==> src/rtl/serial_adder_pkg.sv <==
// Shared definitions for the bit-serial adder: FSM state encoding and the bit-counter sizing helper.
package serial_adder_pkg;

  typedef enum logic [1:0] {
    ST_IDLE  = 2'd0,
    ST_SHIFT = 2'd1,
    ST_DONE  = 2'd2
  } state_e;

  // Counter must index 0..width-1; a one-bit operand still needs a one-bit counter.
  function automatic int cnt_width(input int width);
    int w;
    w = $clog2(width);
    return (w < 1) ? 1 : w;
  endfunction

endpackage

==> src/rtl/full_add_bit.sv <==
// Single-bit full adder cell; purely combinational.
module full_add_bit (
  input  logic a_i,
  input  logic b_i,
  input  logic cin_i,
  output logic s_o,
  output logic cout_o
);

  assign s_o    = a_i ^ b_i ^ cin_i;
  assign cout_o = (a_i & b_i) | (cin_i & (a_i ^ b_i));

endmodule

==> src/rtl/serial_adder.sv <==
// Bit-serial unsigned adder: operands accepted on a valid/ready handshake, added LSB-first one bit per
// clock, result held on an output valid/ready handshake until consumed. No overlap between operations.
module serial_adder
  import serial_adder_pkg::*;
#(
  parameter int WIDTH = 8
) (
  input  logic             clk,
  input  logic             rst_n,
  input  logic             in_valid,
  output logic             in_ready,
  input  logic [WIDTH-1:0] in1,
  input  logic [WIDTH-1:0] in2,
  output logic             out_valid,
  input  logic             out_ready,
  output logic [WIDTH-1:0] sum,
  output logic             carry
);

  localparam int            CW   = cnt_width(WIDTH);
  localparam logic [CW-1:0] LAST = CW'(WIDTH - 1);

  state_e           state_q, state_d;
  logic [WIDTH-1:0] a_q, a_d, b_q, b_d, sum_q, sum_d;
  logic             cy_q, cy_d, carry_q, carry_d;
  logic [CW-1:0]    cnt_q, cnt_d;
  logic             fa_s, fa_cout;

  full_add_bit u_fa (
    .a_i   (a_q[0]),
    .b_i   (b_q[0]),
    .cin_i (cy_q),
    .s_o   (fa_s),
    .cout_o(fa_cout)
  );

  always_comb begin
    state_d   = state_q;
    a_d       = a_q;
    b_d       = b_q;
    sum_d     = sum_q;
    cy_d      = cy_q;
    carry_d   = carry_q;
    cnt_d     = cnt_q;
    in_ready  = 1'b0;
    out_valid = 1'b0;
    unique case (state_q)
      ST_IDLE: begin
        in_ready = 1'b1;
        if (in_valid) begin
          a_d     = in1;
          b_d     = in2;
          cy_d    = 1'b0;
          cnt_d   = '0;
          state_d = ST_SHIFT;
        end
      end
      ST_SHIFT: begin
        // Sum bits enter at the MSB so after WIDTH shifts bit 0 lands in sum[0].
        sum_d            = sum_q >> 1;
        sum_d[WIDTH-1]   = fa_s;
        carry_d          = fa_cout;
        a_d              = a_q >> 1;
        b_d              = b_q >> 1;
        cy_d             = fa_cout;
        cnt_d            = cnt_q + 1'b1;
        if (cnt_q == LAST) state_d = ST_DONE;
      end
      ST_DONE: begin
        out_valid = 1'b1;
        if (out_ready) state_d = ST_IDLE;
      end
      default: state_d = ST_IDLE;
    endcase
  end

  always_ff @(posedge clk or negedge rst_n) begin
    if (!rst_n) begin
      state_q <= ST_IDLE;
      a_q     <= '0;
      b_q     <= '0;
      sum_q   <= '0;
      cy_q    <= 1'b0;
      carry_q <= 1'b0;
      cnt_q   <= '0;
    end else begin
      state_q <= state_d;
      a_q     <= a_d;
      b_q     <= b_d;
      sum_q   <= sum_d;
      cy_q    <= cy_d;
      carry_q <= carry_d;
      cnt_q   <= cnt_d;
    end
  end

  assign sum   = sum_q;
  assign carry = carry_q;

endmodule
==> config.mk <==
export PLATFORM = sky130hd
export DESIGN_NAME = serial_adder
export DESIGN_NICKNAME = d
export VERILOG_FILES = /design/src/rtl/serial_adder_pkg.sv /design/src/rtl/full_add_bit.sv /design/src/rtl/serial_adder.sv
export SDC_FILE = /design/constraint.sdc
export NUM_CORES = 1
export LEC_CHECK = 0
export BUFFER_PORTS_ARGS = -buffer_cell sky130_fd_sc_hd__buf_2
export CAP_MARGIN = 15
export CORE_ASPECT_RATIO = 2
export CORE_MARGIN = 4
export CORE_UTILIZATION = 53
export CTS_CLUSTER_DIAMETER = 100
export DETAILED_ROUTE_END_ITERATION = 8
export PLACE_DENSITY = 0.87
export SYNTH_ARGS = -nofsm -noshare
export SYNTH_HDL_FRONTEND = slang
export SYNTH_SLANG_ARGS = --single-unit
export TNS_END_PERCENT = 10
==> constraint.sdc <==
create_clock -name clk -period 1.7 [get_ports clk]
set_input_delay 0.17 -clock clk [delete_from_list [all_inputs] [get_ports clk]]
set_output_delay 0.17 -clock clk [all_outputs]
set_load 0.005 [all_outputs]
Word level (Yosys, flattened, before mapping)
Cells that the tools add are included.
{"block": "totals", "elab_cells": 37, "register_bits": 31, "latch_bits": 0, "ram_bits": 0, "memories": 0, "inputBits": 20, "rom_bits": 0}
{"block": "op_classes", "addsub": 1, "bitwise": 5, "n_div": 0, "magnitude_cmp": 0, "n_mul": 0, "shifts": 0, "muxes": 14, "n_reduce_logical": 4, "n_eq_ne": 6}
{"cell": "$pmux 8 s2", "n": 2}
{"cell": "$mux 8", "n": 2}
{"cell": "$mux 2", "n": 3}
{"cell": "$ne 2x2->1 const B", "n": 3}
{"cell": "$pmux 2 s3", "n": 1}
{"cell": "$pmux 3 s2", "n": 1}
{"cell": "$add 3x1->3 const B", "n": 1}
{"cell": "$eq 3x3->1 const B", "n": 1}
{"cell": "$mux 1", "n": 3}
{"cell": "$mux 3", "n": 1}
{"cell": "$reduce_and 3->1", "n": 1}
{"cell": "$and 1x1->1", "n": 2}
{"cell": "$eq 2x1->1 const B", "n": 1}
{"cell": "$eq 2x2->1 const B", "n": 1}
{"cell": "$logic_not 2->1", "n": 1}
{"cell": "$pmux 1 s2", "n": 1}
{"cell": "$reduce_and 2->1", "n": 1}
{"cell": "$reduce_bool 2->1", "n": 1}
{"cell": "$xor 1x1->1", "n": 2}
{"cell": "$or 1x1->1", "n": 1}

Longest topological paths before layout
{"block": "logic_depth", "word_depth": 4, "mapped_depth": 4}

Hierarchy
A second synthesis with hierarchy kept.
{"block": "hier_totals", "hier_cells": 142, "hier_area_um2": 1519.0}
{"module": "serial_adder", "n_inst": 1, "cells_per_inst": 141, "seq_area_each_um2": 775.7, "area_per_inst_um2": 1498.9}
{"module": "full_add_bit", "n_inst": 1, "cells_per_inst": 1, "seq_area_each_um2": 0.0, "area_per_inst_um2": 20.0}

Worst setup path before layout
OpenSTA, ideal clock, no wires.
{"block": "synth_timing", "path_type": "register to register", "startpoint": "reg state_q[0]", "endpoint": "reg a_q[5]", "stages_incl_launch_ff": 4, "arrival_time_ns": 1.138, "path_buffers": 1, "period_less_slack_ns": 1.261, "slack_ns": 0.439, "cell_sequence": "dfrtp_1 -> buf_2 -> or4b_1 -> o221a_2"}
{"block": "synth_between", "elab_chain_len": 3, "word_cells_on_any_way": 6}
{"item": "start, declared", "line_no": "serial_adder.sv:23", "source": "state_e state_q, state_d;"}
{"item": "start signal, assigned", "line_no": "serial_adder.sv:87", "source": "state_q <= state_d;"}
{"item": "$eq 2x1->1 or $logic_not 2->1 (tied branches)", "line_no": "serial_adder.sv:47", "source": "unique case (state_q)"}
{"item": "$reduce_bool 2->1 (no source line) or $ne 2x2->1 (tied branches)"}
{"item": "$reduce_and 2->1 (no source line)"}
{"item": "end signal, assigned", "line_no": "serial_adder.sv:80", "source": "a_q <= '0;"}
{"item": "end signal, assigned", "line_no": "serial_adder.sv:88", "source": "a_q <= a_d;"}
{"item": "end, declared", "line_no": "serial_adder.sv:24", "source": "logic [WIDTH-1:0] a_q, a_d, b_q, b_d, sum_q, sum_d;"}
Several ways; a longest one is shown, not always the timed one.
A chain may end at the register's enable or synchronous reset.

Worst setup path in the final report
{"block": "layout_timing", "startpoint": "reg state_q[1]", "endpoint": "out out_valid"}
{"block": "layout_between", "elab_chain_len": 2}
{"item": "$eq 2x2->1", "line_no": "serial_adder.sv:47"}
{"item": "$mux 1", "line_no": "serial_adder.sv:47"}
{"item": "end, declared", "line_no": "serial_adder.sv:14", "source": "output logic out_valid,"}
Every way passes these cells.

==> impl_metrics.toml <==
[status]
outcome = "finished, final reports clean"

[placement]
portBuffers = 30
routabilityCongestion = 0.7526
post-dp-hpwl_mm = 2.096

[final_layout]
final_cell_mix = "30 x dfrtp_1, 30 x buf_2, 9 x or4b_1, 9 x o221a_2, 7 x nor3b_1"
insertedDiodeCount = 0
area_growth_pct = 17.80
postLayoutCoreUtil = 0.6649
n_fill_cell = 217
nets = 168
drive_gt1_frac = 0.4041

[synth]
ys_types = 24
yosysSeqAreaShare = 0.5281
syn-cell-area_um2 = 1469
synth_nets = 136
avgSynthCellArea_um2 = 13.00
ys_ff_latch = 31
syn_inst = 113
yosys_warnings = 0

[worst_setup_path]
crit_path_start = "state_q[1]$_DFFE_PN0P_"
crit_chain = "nor2b_1, buf_2"
crit_cells = 2
regToRegStartpoint = "state_q[1]$_DFFE_PN0P_"
critPathLaunchType = "flop"
reg2reg_slack_ps = 310
cp_slowest_cell = "dfrtp_2"
cp.required_ps = 1530
endpoint_kind = "output pin"
slowest_delay_ps = 570
path_buf_inv = 1
reg2reg_depth = 3
cp_max_fo = 24
critPathTopFamily = "flip-flops"
r2r-end = "a_q[2]$_DFFE_PN0P_"
worstPathArrival_ps = 1220
worst-setup-path-type = "reg -> out"

[timing]
hold_viol_final = 0
skew_ps = 7.149
finalMaxSlewViolations = 0
finalSetupViolCount = 0
period_minus_slack_ps = 1390
finalCritPeriodShare = 0.8175
tightest_slew_ps = 679.6
relSlewSlack = 0.5469
max_freq_mhz = 719.6
setup_tns_ps = 0
rsz0062_at_grt = "false"

[grt]
top_usage_layer = "met2"
antenna_found_initial = 0
first_global_vias = 1120
use_met2 = 0.3068
grt-ovfl-total = 0
grt_pass1_wl_mm = 5.126
grt_max_degree = 32
met3_usage = 0.03688
grt_util_all_layers = 0.1916
grt_use_met1 = 0.2268

[detailed_routing]
vias_per_cell = 6.034
antenna_left = 0
dr.pass1.iters = 4
drt_iter0_markers = 25
finalWirelength_mm = 2.863
via_count = 1050
drc = 0
routedWlPerCell_um = 16.45

[power_and_ir_drop]
vdd_drop_max_v = 0.001159
intPower_mw = 2.108
power.share.sequential = 0.427
p_sw_mw = 1.041
powerDensity_nw_per_um2 = 1820
swShare = 0.3306
pwr-share-comb = 0.400
clkPwrFrac = 0.173
power_leakage_nw = 0.7961

[clock_network]
h-tree-depth = 2
cts_buffers = 5
cts_root_buf = "clkbuf_8"
clk_path_buf_depth = 2
cts_tree = "yes"
cts.sinks = 31
clk_pin_slew_worst_paths_ps = 60
clk-insertion-delay-late_ps = 280

[floorplanning]
ios = 31
fp-row-count = 26
initial_core_util = 0.5644
die_h_um = 82.45
dieArea_um2 = 3729
chipWidth_um = 45.23
core_um2 = 2603

[job]
cap_violations = 0

[worst_hold_path]
holdPathEnd = "state_q[1]$_DFFE_PN0P_"
hold_depth = 3
hp-start = "out_ready"
hp-class = "in -> reg"
## cell usage after synthesis
cell       n  area [um^2]
inv_1      6        22.52
o21bai_2   1        11.26
mux2i_1    1        10.01
nor2b_1    1        6.260
clkbuf_1   1        3.750
and2b_1    1        7.510
a211oi_1   5        37.54
mux2_1     3        33.78
dfrtp_1   31        775.7
a211o_1    2        17.52
o221a_2    9        101.4
fa_1       1        20.02
nor4b_1    5        43.79
ha_1       2        25.02
nor2_1     1        3.750
nor4bb_1   2        20.02
a21oi_1    1        5.000
o21ba_2    1        10.01
or4b_1     9        90.09
buf_2     10        50.05
a22o_1     4        35.03
nor3b_1    7        52.55
mux2_2     6        67.56
nand2b_1   3        18.77
## worst max-delay path by stage
stage | to
after floorplan | a_q[5]$_DFFE_PN0P_
after global placement | carry$_DFFE_PN0N_
after detailed placement | carry$_DFFE_PN0N_
after CTS | out_valid
after global routing | out_valid
final | out_valid
## through the flow
stage               area, um^2  cells  hold slack, ps  power, mW  setup WS, ps
detailed placement        1638    165           243.0      2.638         143.8
CTS                       1729    174           186.2      3.192         110.9
floorplan                 1469    113          -125.6      2.225         439.3
global placement          1638    165           227.4      2.534         201.8
global route              1730    174           202.6      3.416         195.6
finish                    1730    174           188.9      3.150         310.3
## state kept, by name (all words and copies together), names as in the netlist
signal and flops:
cnt_q 3, cy_q 1, sum 8, b_q 8
a_q 8, carry 1, state_q 2
## kinds of logic after synthesis
| logic type | after synthesis | synth area share |
|---|---|---|
| AO/OA/AOI/OAI | 23 | 0.1482 |
| flip-flops | 31 | 0.5281 |
| AND/OR/NAND/NOR | 29 | 0.1653 |
| multiplexers | 10 | 0.07580 |
| buffers and inverters | 17 | 0.05196 |
| adder cells (fa/ha/maj) | 3 | 0.03066 |
## routing by layer
layer,up-vias,wire [um]
met5,-,0
met1,517,1066
met4,0,85
met2,37,1532
li1,490,-
met3,6,179
## power by group through the flow
stage               clock (mW)  sequential, mW  combinational [mW]
floorplan                    0            1.29               0.932
global placement             0            1.33                1.20
detailed placement           0            1.36                1.28
CTS                      0.563            1.35                1.28
global route             0.603            1.40                1.41
finish                   0.544            1.35                1.26
## cell type report
type                       instances  area [um^2]  area share
sequential                        31        777.0      0.4490
multi-input combinational         65        616.8      0.3565
timing repair buffer              36        197.7      0.1142
clock buffer                       7        76.32     0.04411
tap                               28        35.03     0.02025
inverter                           6        22.52     0.01302
clock inverter                     1        5.005    0.002892
## worst min-delay path: cells and delay by family
| kind | cells | cell delay [ps] |
|---|---|---|
| buffers and inverters | 2 | 130 |
| AOI/OAI and AO/OA | 1 | 130 |
## repair_timing
action,CTS,global route
hold endpoints to repair,31,0
endpoints found under the setup margin,0,1
gates resized for setup,0,1
buffers inserted,0,0
hold buffers,1,0
No activity file was read; power rests on OpenSTA's default activity.
